**config.mk**
```make
export PLATFORM = sky130hd
export DESIGN_NAME = mem_access_ctrl_flat
export DESIGN_NICKNAME = d
export VERILOG_FILES = /design/src/rtl/mem_pkg.sv /design/src/rtl/mem_access_ctrl_if.sv /design/src/rtl/mem_lane_align.sv /design/src/rtl/mem_access_ctrl.sv /design/src/flat_wrapper.sv
export SDC_FILE = /design/constraint.sdc
export NUM_CORES = 1
export LEC_CHECK = 0
export CAP_MARGIN = 20
export CORE_MARGIN = 2
export CORE_UTILIZATION = 25
export CTS_CLUSTER_SIZE = 24
export DETAILED_ROUTE_END_ITERATION = 8
export GPL_TIMING_DRIVEN = 0
export PLACE_DENSITY_LB_ADDON = 0.12
export SLEW_MARGIN = 5
export SYNTH_ARGS = -nofsm -noshare
export SYNTH_HDL_FRONTEND = slang
export SYNTH_HIERARCHICAL = 1
export SYNTH_SLANG_ARGS = --single-unit
```
**constraint.sdc**
```tcl
create_clock -name clk -period 8.5 [get_ports clk]
set_input_delay 1.7 -clock clk [delete_from_list [all_inputs] [get_ports clk]]
set_output_delay 1.7 -clock clk [all_outputs]
set_load 0.05 [all_outputs]
```
**src/rtl/mem_pkg.sv**
```systemverilog
// Shared memory-access encodings: mem_op values, FSM states and access sizing.
// The decoder uses the same MEM_OP_* constants so both sides agree on the encoding.
package mem_pkg;

    localparam logic [2:0] MEM_OP_WORD = 3'b000;
    localparam logic [2:0] MEM_OP_SH   = 3'b001;
    localparam logic [2:0] MEM_OP_SB   = 3'b010;
    localparam logic [2:0] MEM_OP_LH   = 3'b100;
    localparam logic [2:0] MEM_OP_LHU  = 3'b101;
    localparam logic [2:0] MEM_OP_LB   = 3'b110;
    localparam logic [2:0] MEM_OP_LBU  = 3'b111;

    localparam int TIMEOUT_W = 8;

    typedef enum logic [1:0] {
        ST_IDLE = 2'd0,
        ST_REQ  = 2'd1,
        ST_DONE = 2'd2
    } mem_state_t;

    typedef enum logic [1:0] {
        SZ_WORD = 2'd0,
        SZ_HALF = 2'd1,
        SZ_BYTE = 2'd2
    } mem_size_t;

    // Any encoding that is not a recognised sub-word op for this direction is a word access.
    function automatic mem_size_t access_size(input logic [2:0] op, input logic we);
        mem_size_t size;
        size = SZ_WORD;
        if (we) begin
            case (op)
                MEM_OP_SH: size = SZ_HALF;
                MEM_OP_SB: size = SZ_BYTE;
                default:   size = SZ_WORD;
            endcase
        end else begin
            case (op)
                MEM_OP_LH, MEM_OP_LHU: size = SZ_HALF;
                MEM_OP_LB, MEM_OP_LBU: size = SZ_BYTE;
                default:               size = SZ_WORD;
            endcase
        end
        return size;
    endfunction

endpackage

```
**src/rtl/mem_access_ctrl_if.sv**
```systemverilog
// Single-port data bus between the access controller (master) and data memory (slave).
interface mem_access_ctrl_if;

    logic        bus_req;
    logic        bus_we;
    logic [31:0] bus_addr;
    logic [3:0]  bus_wstrb;
    logic [31:0] bus_wdata;
    logic [31:0] bus_rdata;
    logic        bus_ack;

    modport master (
        output bus_req, bus_we, bus_addr, bus_wstrb, bus_wdata,
        input  bus_rdata, bus_ack
    );

    modport slave (
        input  bus_req, bus_we, bus_addr, bus_wstrb, bus_wdata,
        output bus_rdata, bus_ack
    );

endinterface

```
**src/rtl/mem_lane_align.sv**
```systemverilog
// Little-endian lane logic: alignment check, store strobes/replication and load extension.
module mem_lane_align
    import mem_pkg::*;
(
    input  logic [2:0]  op,
    input  logic        we,
    input  logic [1:0]  addr_lo,
    input  logic [31:0] wdata,
    input  logic [31:0] rdata,
    output logic        misaligned,
    output logic [3:0]  wstrb,
    output logic [31:0] wdata_rep,
    output logic [31:0] rdata_ext
);

    mem_size_t  size;
    logic       sign_ext;
    logic [7:0] byte_lane;
    logic [15:0] half_lane;

    assign size     = access_size(op, we);
    assign sign_ext = ~op[0];

    always_comb begin
        byte_lane = rdata[7:0];
        case (addr_lo)
            2'd0: byte_lane = rdata[7:0];
            2'd1: byte_lane = rdata[15:8];
            2'd2: byte_lane = rdata[23:16];
            2'd3: byte_lane = rdata[31:24];
            default: byte_lane = rdata[7:0];
        endcase
        half_lane = addr_lo[1] ? rdata[31:16] : rdata[15:0];
    end

    always_comb begin
        misaligned = 1'b0;
        wstrb      = 4'b0000;
        wdata_rep  = 32'h0;
        rdata_ext  = rdata;
        case (size)
            SZ_BYTE: begin
                if (we) begin
                    wstrb     = 4'b0001 << addr_lo;
                    wdata_rep = {4{wdata[7:0]}};
                end
                rdata_ext = sign_ext ? {{24{byte_lane[7]}}, byte_lane} : {24'h0, byte_lane};
            end
            SZ_HALF: begin
                misaligned = addr_lo[0];
                if (we) begin
                    wstrb     = 4'b0011 << {addr_lo[1], 1'b0};
                    wdata_rep = {2{wdata[15:0]}};
                end
                rdata_ext = sign_ext ? {{16{half_lane[15]}}, half_lane} : {16'h0, half_lane};
            end
            default: begin
                misaligned = (addr_lo != 2'b00);
                if (we) begin
                    wstrb     = 4'b1111;
                    wdata_rep = wdata;
                end
                rdata_ext = rdata;
            end
        endcase
    end

endmodule

```
**src/rtl/mem_access_ctrl.sv**
```systemverilog
// MEM-stage load/store sequencer: latches the access, drives one bus cycle, stalls
// the pipeline until ack or timeout and returns extended data or an error for one cycle.
module mem_access_ctrl
    import mem_pkg::*;
#(
    parameter int TIMEOUT = 255
) (
    input  logic        clk,
    input  logic        rst,
    input  logic        req_valid,
    input  logic        req_we,
    input  logic [2:0]  req_mem_op,
    input  logic [31:0] req_addr,
    input  logic [31:0] req_wdata,
    output logic        stall,
    output logic        done,
    output logic [31:0] rdata,
    output logic        addr_err_ld,
    output logic        addr_err_st,
    output logic        bus_err,
    output logic [31:0] bad_vaddr,
    mem_access_ctrl_if.master bus
);

    localparam logic [TIMEOUT_W-1:0] LAST_WAIT = TIMEOUT_W'(TIMEOUT - 1);

    mem_state_t            state;
    logic                  lat_we;
    logic [2:0]            lat_op;
    logic [31:0]           lat_addr;
    logic [TIMEOUT_W-1:0]  wait_cnt;

    logic                  bus_req_q;
    logic                  bus_we_q;
    logic [31:0]           bus_addr_q;
    logic [3:0]            bus_wstrb_q;
    logic [31:0]           bus_wdata_q;

    logic                  idle;
    logic                  lane_we;
    logic [2:0]            lane_op;
    logic [1:0]            lane_addr_lo;
    logic                  lane_misaligned;
    logic [3:0]            lane_wstrb;
    logic [31:0]           lane_wdata;
    logic [31:0]           lane_rdata;

    // In IDLE the lane logic sees the incoming request; afterwards only the latched copy.
    assign idle         = (state == ST_IDLE);
    assign lane_we      = idle ? req_we : lat_we;
    assign lane_op      = idle ? req_mem_op : lat_op;
    assign lane_addr_lo = idle ? req_addr[1:0] : lat_addr[1:0];

    mem_lane_align u_lane (
        .op         (lane_op),
        .we         (lane_we),
        .addr_lo    (lane_addr_lo),
        .wdata      (req_wdata),
        .rdata      (bus.bus_rdata),
        .misaligned (lane_misaligned),
        .wstrb      (lane_wstrb),
        .wdata_rep  (lane_wdata),
        .rdata_ext  (lane_rdata)
    );

    assign stall = (idle && req_valid) || (state == ST_REQ);

    assign bus.bus_req   = bus_req_q;
    assign bus.bus_we    = bus_we_q;
    assign bus.bus_addr  = bus_addr_q;
    assign bus.bus_wstrb = bus_wstrb_q;
    assign bus.bus_wdata = bus_wdata_q;

    always_ff @(posedge clk) begin
        if (rst) begin
            state       <= ST_IDLE;
            lat_we      <= 1'b0;
            lat_op      <= 3'b000;
            lat_addr    <= 32'h0;
            wait_cnt    <= '0;
            bus_req_q   <= 1'b0;
            bus_we_q    <= 1'b0;
            bus_addr_q  <= 32'h0;
            bus_wstrb_q <= 4'b0000;
            bus_wdata_q <= 32'h0;
            done        <= 1'b0;
            rdata       <= 32'h0;
            addr_err_ld <= 1'b0;
            addr_err_st <= 1'b0;
            bus_err     <= 1'b0;
            bad_vaddr   <= 32'h0;
        end else begin
            case (state)
                ST_IDLE: begin
                    if (req_valid) begin
                        lat_we   <= req_we;
                        lat_op   <= req_mem_op;
                        lat_addr <= req_addr;
                        wait_cnt <= '0;
                        if (lane_misaligned) begin
                            state       <= ST_DONE;
                            done        <= 1'b1;
                            addr_err_ld <= ~req_we;
                            addr_err_st <= req_we;
                            bad_vaddr   <= req_addr;
                        end else begin
                            state       <= ST_REQ;
                            bus_req_q   <= 1'b1;
                            bus_we_q    <= req_we;
                            bus_addr_q  <= {req_addr[31:2], 2'b00};
                            bus_wstrb_q <= lane_wstrb;
                            bus_wdata_q <= lane_wdata;
                        end
                    end
                end
                ST_REQ: begin
                    // Ack wins over timeout when both land in the last wait cycle.
                    if (bus.bus_ack) begin
                        state       <= ST_DONE;
                        done        <= 1'b1;
                        rdata       <= lat_we ? 32'h0 : lane_rdata;
                        bus_req_q   <= 1'b0;
                        bus_we_q    <= 1'b0;
                        bus_addr_q  <= 32'h0;
                        bus_wstrb_q <= 4'b0000;
                        bus_wdata_q <= 32'h0;
                    end else if (wait_cnt == LAST_WAIT) begin
                        state       <= ST_DONE;
                        done        <= 1'b1;
                        bus_err     <= 1'b1;
                        bad_vaddr   <= lat_addr;
                        bus_req_q   <= 1'b0;
                        bus_we_q    <= 1'b0;
                        bus_addr_q  <= 32'h0;
                        bus_wstrb_q <= 4'b0000;
                        bus_wdata_q <= 32'h0;
                    end else begin
                        wait_cnt <= wait_cnt + TIMEOUT_W'(1);
                    end
                end
                ST_DONE: begin
                    state       <= ST_IDLE;
                    wait_cnt    <= '0;
                    done        <= 1'b0;
                    rdata       <= 32'h0;
                    addr_err_ld <= 1'b0;
                    addr_err_st <= 1'b0;
                    bus_err     <= 1'b0;
                    bad_vaddr   <= 32'h0;
                end
                default: begin
                    state <= ST_IDLE;
                end
            endcase
        end
    end

endmodule

```
**src/flat_wrapper.sv**
```systemverilog
// flat-port wrapper written by rule: the top's interface ports become plain ports
module mem_access_ctrl_flat import mem_pkg::*;
#(
    parameter int TIMEOUT = 255
)
  (clk, rst, req_valid, req_we, req_mem_op, req_addr, req_wdata, stall, done, rdata, addr_err_ld, addr_err_st, bus_err, bad_vaddr, bus_bus_req, bus_bus_we, bus_bus_addr, bus_bus_wstrb, bus_bus_wdata, bus_bus_rdata, bus_bus_ack);
  mem_access_ctrl_if bus_i ();
  input  logic clk;
  input  logic rst;
  input  logic req_valid;
  input  logic req_we;
  input  logic [2:0] req_mem_op;
  input  logic [31:0] req_addr;
  input  logic [31:0] req_wdata;
  output logic stall;
  output logic done;
  output logic [31:0] rdata;
  output logic addr_err_ld;
  output logic addr_err_st;
  output logic bus_err;
  output logic [31:0] bad_vaddr;
  output wire logic [$bits(bus_i.bus_req)-1:0] bus_bus_req;
  output wire logic [$bits(bus_i.bus_we)-1:0] bus_bus_we;
  output wire logic [$bits(bus_i.bus_addr)-1:0] bus_bus_addr;
  output wire logic [$bits(bus_i.bus_wstrb)-1:0] bus_bus_wstrb;
  output wire logic [$bits(bus_i.bus_wdata)-1:0] bus_bus_wdata;
  input wire logic [$bits(bus_i.bus_rdata)-1:0] bus_bus_rdata;
  input wire logic [$bits(bus_i.bus_ack)-1:0] bus_bus_ack;
  assign bus_bus_req = bus_i.bus_req;
  assign bus_bus_we = bus_i.bus_we;
  assign bus_bus_addr = bus_i.bus_addr;
  assign bus_bus_wstrb = bus_i.bus_wstrb;
  assign bus_bus_wdata = bus_i.bus_wdata;
  assign bus_i.bus_rdata = bus_bus_rdata;
  assign bus_i.bus_ack = bus_bus_ack;
  mem_access_ctrl #(.TIMEOUT(TIMEOUT)) u_core (.clk(clk), .rst(rst), .req_valid(req_valid), .req_we(req_we), .req_mem_op(req_mem_op), .req_addr(req_addr), .req_wdata(req_wdata), .stall(stall), .done(done), .rdata(rdata), .addr_err_ld(addr_err_ld), .addr_err_st(addr_err_st), .bus_err(bus_err), .bad_vaddr(bad_vaddr), .bus(bus_i));
endmodule
```
==> out/summary.txt, run 1 <==
Setup Crit Path Kind -> in2reg
Routed WL -> 31550 um
Initial Utilization -> 25.23%
Worst Skew -> 0.01391 ns
Clock buffer depth -> 2
CP Max Fanout -> 10
RR Endpoint -> u_core/bad_vaddr[22]
Num rows -> 67
GPL Wtd Cong -> 0.8371
Endpoint, Worst Hold -> u_core/rdata[7]
Setup TNS -> 0 ns
Cell area after synthesis -> 8418 sq um
Cell Chain, Critical Path -> clkdlybuf4s50_1 > mux2_2 > clkbuf_1 > nand3b_1 > a21o_1 > ha_1 > buf_2 > clkbuf_1 > a22o_1 > nand2_1 > a21oi_1 > clkbuf_1 > a21oi_1 > a211oi_1
Hold path cells -> 2
Cell with the most instances after synthesis -> nand2_1
Pre-CTS setup slack -> 2.183 ns
Crit path max-delay family -> buffers and inverters
Setup crit end kind -> register
Antenna viol nets, final -> 0
Synth top area cells -> dfxtp_1 43%, nand2_1 8.7%, a21oi_1 7.8%
Avg Cell Area, Syn -> 8.310 sq um
Min Tclk post-route -> 5.873 ns
Port Buffers -> 239
Slowest cell on the critical path -> clkdlybuf4s50_1
# hold bufs at CTS -> 0
Sequential standard cell area -> 3643 sq um
Setup violators final -> 0
Core Footprint -> 33360 sq um
Cell repeated most along the worst path -> clkbuf_1
Worst R2R Setup Slack -> 3.38 ns
Cts bufs inserted -> 17
First-pass GRT wire length -> 48300 um
Crit path launch type -> input pin
Largest net degree at the start of global routing -> 18
Worst hold start -> u_core/rdata[7]
Fin Hold WS -> 0.4540 ns
Die area -> 35160 sq um
Vias in the first global route -> 8112
Worst Path Required -> 8.86 ns
Actual slew at the worst max-slew pin -> 0.8566 ns
Fmax -> 170.3 MHz
Initial antenna violation count -> 2
H-Tree Depth -> 4
Mapped Cells -> 1013
Worst hold path class -> reg2reg
CP peak stage delay -> 0.64 ns
1st-pass router iterations -> 5
Synth area leader -> dfxtp_1
FFs w/ async S/R, synth -> 0%
FF-to-FF Start -> u_core/state[0]
Layout cell share with drive strength beyond 1 -> 7.315%
Final hold vios -> 0
Final worst-path cycle share -> 69.09%
Slew Viols, Final -> 0
PD cells -> 422.1 nW/um^2
Die X -> 187.5 um
Clock root buffer -> clkbuf_16
TritonCTS clock tree -> done
Post-synth top cells -> 195 x nand2_1, 182 x dfxtp_1, 131 x a21oi_1
Die Height -> 187.5 um
Reg2Reg Depth -> 17
CTS sink cnt -> 182
Buf/Inv on CP -> 5
Slew headroom -> 42.78%
Post-CTS Repair Setup Buffers -> 0
#FFs+latches synth -> 182
Post-synth EDFFs -> 0
Via count -> 8319
Tot Pwr -> 5047 uW
Final worst setup slack -> 2.627 ns
Data arrival, critical path -> 6.23 ns
Fillers -> 3586
Critical Path Source -> req_we
Area growth syn-to-layout -> 42.02%
CTS clock-pin slew for the worst setup and hold paths -> 0.07 ns
Worst-skew pair later-pin latency -> 0.45 ns
Resize count post-CTS -> 0
Yosys warns -> 6
Leakage power -> 0.004286 uW
Initial DRC Count -> 604
Final net count -> 1384
Seq/Total Area, Yosys -> 43.28%
Area share of the largest cell type after synthesis -> 43.28%
I/O pin total -> 243
Synth Flop Type -> dfxtp_1
DRC Markers -> 0
Detailed Place HPWL -> 23360 um
Outcome -> finished clean
Core Util, Final -> 35.83%
Max-cap violations -> 0
GRT overflow -> 0
Count of cell types in the netlist -> 53
RSZ-0062 raised after global routing -> false
Multi-input gate area -> 4263 sq um
Peak supply drop -> 0.1973 mV
Tot GR Track Use -> 17.67%
Routed WL per cell -> 18.20 um
Via density -> 4.798
-- per-stage QoR --
stage	instances	instance area (sq um)
after floorplan	1014	8422
after global placement	1701	11370
after detailed placement	1701	11370
after CTS	1733	11950
after global routing	1733	11950
final	1734	11960
-- worst max path at each step --
stage | to | cells after the start
2_1_floorplan | u_core/bad_vaddr[15] | 13
3_3_place_gp | u_core/bad_vaddr[26] | 14
3_5_place_dp | u_core/bad_vaddr[30] | 14
4_1_cts | stall | 6
5_1_grt | u_core/bad_vaddr[25] | 14
6_report | u_core/bad_vaddr[22] | 14
-- cell families (layout without fill, tap and decap cells) --
family / Yosys count / after routing / synth area share (%)
compound gates: 353 / 353 / 28.15
mux: 10 / 10 / 1.442
fa+ha+maj: 8 / 8 / 1.189
other cells: 1 / 3 / 0.04455
flops: 182 / 182 / 43.28
simple gates: 351 / 351 / 19.77
buf+inv: 108 / 379 / 6.124
-- cell usage in the layout (no fill, tap or decap), types with 2 or more instances in the layout --
master	n
a211oi_1	25
a31oi_1	2
a211oi_2	9
buf_1	3
nor2b_1	48
nand3_1	40
mux2_2	7
o21ai_0	59
nand4_1	2
clkinvlp_4	3
buf_4	9
or4_1	4
nand2b_1	3
a21oi_1	131
mux2i_1	2
inv_1	12
a21o_1	9
o21bai_1	2
inv_6	6
ha_1	8
nor3b_1	10
clkinv_4	2
o21a_1	4
clkbuf_16	17
nand2_1	195
buf_6	7
conb_1	2
a221o_1	7
and2_1	20
a22o_1	68
clkbuf_1	58
dfxtp_1	182
o31ai_1	3
nor2_1	16
clkdlybuf4s50_1	239
a22oi_1	24
a311oi_1	2
buf_2	19
or3_1	3
-- where the power goes --
part | leakage (uW) | total, uW | internal, uW | switching (uW)
Clock | 0.000277 | 803 | 420 | 383
Sequential | 0.00149 | 1180 | 1070 | 109
Combinational | 0.00252 | 3070 | 1020 | 2050
-- routing by layer --
metal | share of wire, % | track usage, % | vias up | wire length (um)
met4 | 1.2 | 4.482 | 2 | 393
li1 | - | - | 4095 | -
met3 | 7.9 | 4.810 | 24 | 2486
met1 | 46 | 23.42 | 3905 | 14490
met5 | 0.051 | 0 | - | 16
met2 | 45 | 28.44 | 293 | 14170
-- sequential cells by signal, indices dropped and copies added (netlist names) --
signal	count
u_core/addr_err_st	1
u_core/wait_cnt	8
u_core/state	2
u_core/bus.bus_req	1
u_core/bus.bus_addr	30
u_core/lat_we	1
u_core/rdata	32
u_core/bus_err	1
u_core/bad_vaddr	32
u_core/lat_op	3
u_core/lat_addr	32
u_core/done	1
u_core/bus.bus_we	1
u_core/addr_err_ld	1
u_core/bus.bus_wstrb	4
u_core/bus.bus_wdata	32
-- worst min-delay path: stages (launching register included) --
cell and delay, ns:
dfxtp_1 0.31, nand2_1 0.05, a21oi_1 0.05
-- final cells by class --
type | instances | area share [%]
clock buffers | 18 | 3.673
clock inverters | 14 | 1.162
diodes | 1 | 0.02093
repair buffers | 239 | 20.01
inverters | 12 | 0.3768
flip-flops and latches | 182 | 30.48
well taps | 448 | 4.689
multi-input cells | 724 | 35.66
plain buffers | 96 | 3.935
Power figures use the tool's default switching activity.
==> inputs of run 2 (changes only) <==
==> constraint.sdc (replaced) <==
create_clock -name clk -period 4.8 [get_ports clk]
set_input_delay 0.96 -clock clk [delete_from_list [all_inputs] [get_ports clk]]
set_output_delay 0.96 -clock clk [all_outputs]
set_load 0.05 [all_outputs]
==> run 2 against run 1 <==
Against the previous run: die area unchanged; clock power up 77%; total power is 77% higher; setup slack lost 2.3 ns; register-to-register slack worse by 3.0 ns.
==> out/summary.txt, run 2 (synthesized netlist as in run 1, its figures left out) <==
Setup TNS -> 0 ns (unchanged)
Peak supply drop -> 0.3578 mV (+81%)
Initial DRC Count -> 567 (-6.1%)
CTS clock-pin slew for the worst setup and hold paths -> 0.08 ns (about the same)
Initial Utilization -> 25.23% (unchanged)
# hold bufs at CTS -> 0 (unchanged)
Num rows -> 67 (unchanged)
Leakage power -> 0.004320 uW (+0.78%)
Clock root buffer -> clkbuf_16
Clock buffer depth -> 2 (unchanged)
Final hold vios -> 0 (unchanged)
GPL Wtd Cong -> 0.8371 (unchanged)
Slowest cell on the critical path -> mux2_2
Routed WL -> 31470 um (-0.27%)
Core Util, Final -> 35.95% (+0.12 points)
Actual slew at the worst max-slew pin -> 0.8681 ns (+0.01159 ns)
Via density -> 4.780 (-0.37%)
Area growth syn-to-layout -> 42.48%
Worst hold path class -> reg2reg
CTS sink cnt -> 182 (unchanged)
Die X -> 187.5 um (unchanged)
Flop pwr share -> 23.3% (about the same)
Worst Path Required -> 5.10 ns (-3.76 ns)
Crit path launch type -> register
GRT overflow -> 0 (unchanged)
Fmax -> 225.5 MHz
Final net count -> 1385 (+0.072%)
Setup Crit Path Kind -> reg2reg
Antenna viol nets, final -> 0 (unchanged)
Outcome -> finished clean
Port Buffers -> 239 (unchanged)
Setup violators final -> 0 (unchanged)
Setup crit end kind -> register
Commonest non-fill, non-tap cell in the layout -> clkdlybuf4s50_1
1st-pass router iterations -> 5 (unchanged)
Fin Hold WS -> 0.4548 ns (+0.0008090 ns)
Min Tclk post-route -> 4.434 ns
DRC Markers -> 0 (unchanged)
Worst-skew pair later-pin latency -> 0.45 ns (about the same)
Slew Viols, Final -> 0 (unchanged)
CP peak stage delay -> 0.47 ns (-0.17 ns)
TritonCTS clock tree -> done
Layout cell share with drive strength beyond 1 -> 8.165% (+0.85 points)
Post-route cell area -> 11990 sq um (+0.32%)
Combinational Power Share -> 60.9% (about the same)
Clock power frac -> 15.9% (about the same)
RSZ-0062 raised after global routing -> false
First-pass GRT wire length -> 48330 um (about the same)
Tot GR Track Use -> 17.68% (about the same)
Max-cap violations -> 0 (unchanged)
Cell Chain, Critical Path -> inv_1 > ha_1 > clkbuf_1 > buf_2 > mux2_2 > nor3b_1 > o21a_1 > inv_1 > ha_1 > or2_2 > clkbuf_1 > a22o_2 > nand2_1 > a21oi_2 > and2_1 > buf_4 > buf_4 > a211oi_1
Detailed Place HPWL -> 23360 um (unchanged)
H-Tree Depth -> 4 (unchanged)
Worst Skew -> 0.01490 ns (+0.0009977 ns)
Slew headroom -> 42.00% (-0.77 points)
Initial antenna violation count -> 2 (unchanged)
I/O pin total -> 243 (unchanged)
Cts bufs inserted -> 17 (unchanged)
CP Max Fanout -> 13 (+3)
PD cells -> 746.6 nW/um^2 (+77%)
Sw Pwr -> 4495 uW (+77%)
Die Height -> 187.5 um (unchanged)
Data arrival, critical path -> 4.73 ns (-1.50 ns)
Die area -> 35160 sq um (unchanged)
Routed WL per cell -> 18.14 um (-0.33%)
Area post-placement -> 11370 sq um (unchanged)
Commonest cells after routing, fill and taps aside -> 239 x clkdlybuf4s50_1, 195 x nand2_1, 182 x dfxtp_1, 130 x a21oi_1, 67 x a22o_1
Core Footprint -> 33360 sq um (unchanged)
Switching fraction of total power -> 50.20% (-0.12 points)
Vias in the first global route -> 8119 (+0.086%)
Largest net degree at the start of global routing -> 18 (unchanged)
Via count -> 8293 (-0.31%)
Int Pwr -> 4460 uW (+78%)
Final worst-path cycle share -> 92.37%
==> run 2: power by group through the flow <==
stage	combinational, uW	clock [uW]	sequential, uW
floorplan	2650	0	3140
global placement	5470	0	2120
detailed placement	5460	0	2120
CTS	5500	1470	2090
global route	5900	1520	2130
finish	5450	1420	2080
==> run 2: per-stage QoR <==
stage                     cells  total power [uW]  setup slack, ns
after detailed placement   1701              7577          -0.7773
after floorplan            1014              5789            1.024
after global routing       1734              9552          0.05347
after CTS                  1733              9054          0.02472
after global placement     1701              7582          -0.8209
final                      1735              8955           0.3664
==> run 2: timing repair <==
| item | CTS | global route |
|---|---|---|
| resized for setup | 6 | 6 |
| cloned | 0 | 0 |
| buffers inserted | 0 | 3 |
| pin swaps | 0 | 1 |
| setup endpoints to repair | 71 | 101 |
==> run 2: critical path, delay by kind of cell, from the launching register on <==
family,cells,cell delay [ns]
adders and majority gates,2,0.44
AOI/OAI and AO/OA,4,0.96
DFF,1,0.34
and+or+nand+nor,4,0.61
buffers and inverters,7,1.43
muxes,1,0.47
==> run 2: cell type report <==
cell class	instances	area, sq um
inverters	12	45.04
clock inverters	14	138.9
flip-flops and latches	182	3643
fillers	3581	21370
multi-input cells	724	4277
clock buffers	18	439.2
plain buffers	94	473.0
repair buffers	242	2415
diodes	1	2.502
well taps	448	560.5
==> run 2: final timing paths <==
check | to | slack (ns) | cells after the start | startpoint
max reg2reg | u_core/bad_vaddr[21] | 0.37 | 18 | u_core/state[0]
min | u_core/rdata[7] | 0.45 | 2 | u_core/rdata[7]
min reg2reg | u_core/rdata[7] | 0.45 | 2 | u_core/rdata[7]
max | u_core/bad_vaddr[21] | 0.37 | 18 | u_core/state[0]
==> run 2: layer usage <==
metal | track usage (%) | vias to the layer above | part of all wire (%)
li1 | - | 4098 | -
met4 | 4.482 | 2 | 1.2
met5 | 0 | - | 0.051
met3 | 4.810 | 25 | 7.2
met1 | 23.42 | 3895 | 46
met2 | 28.50 | 273 | 45
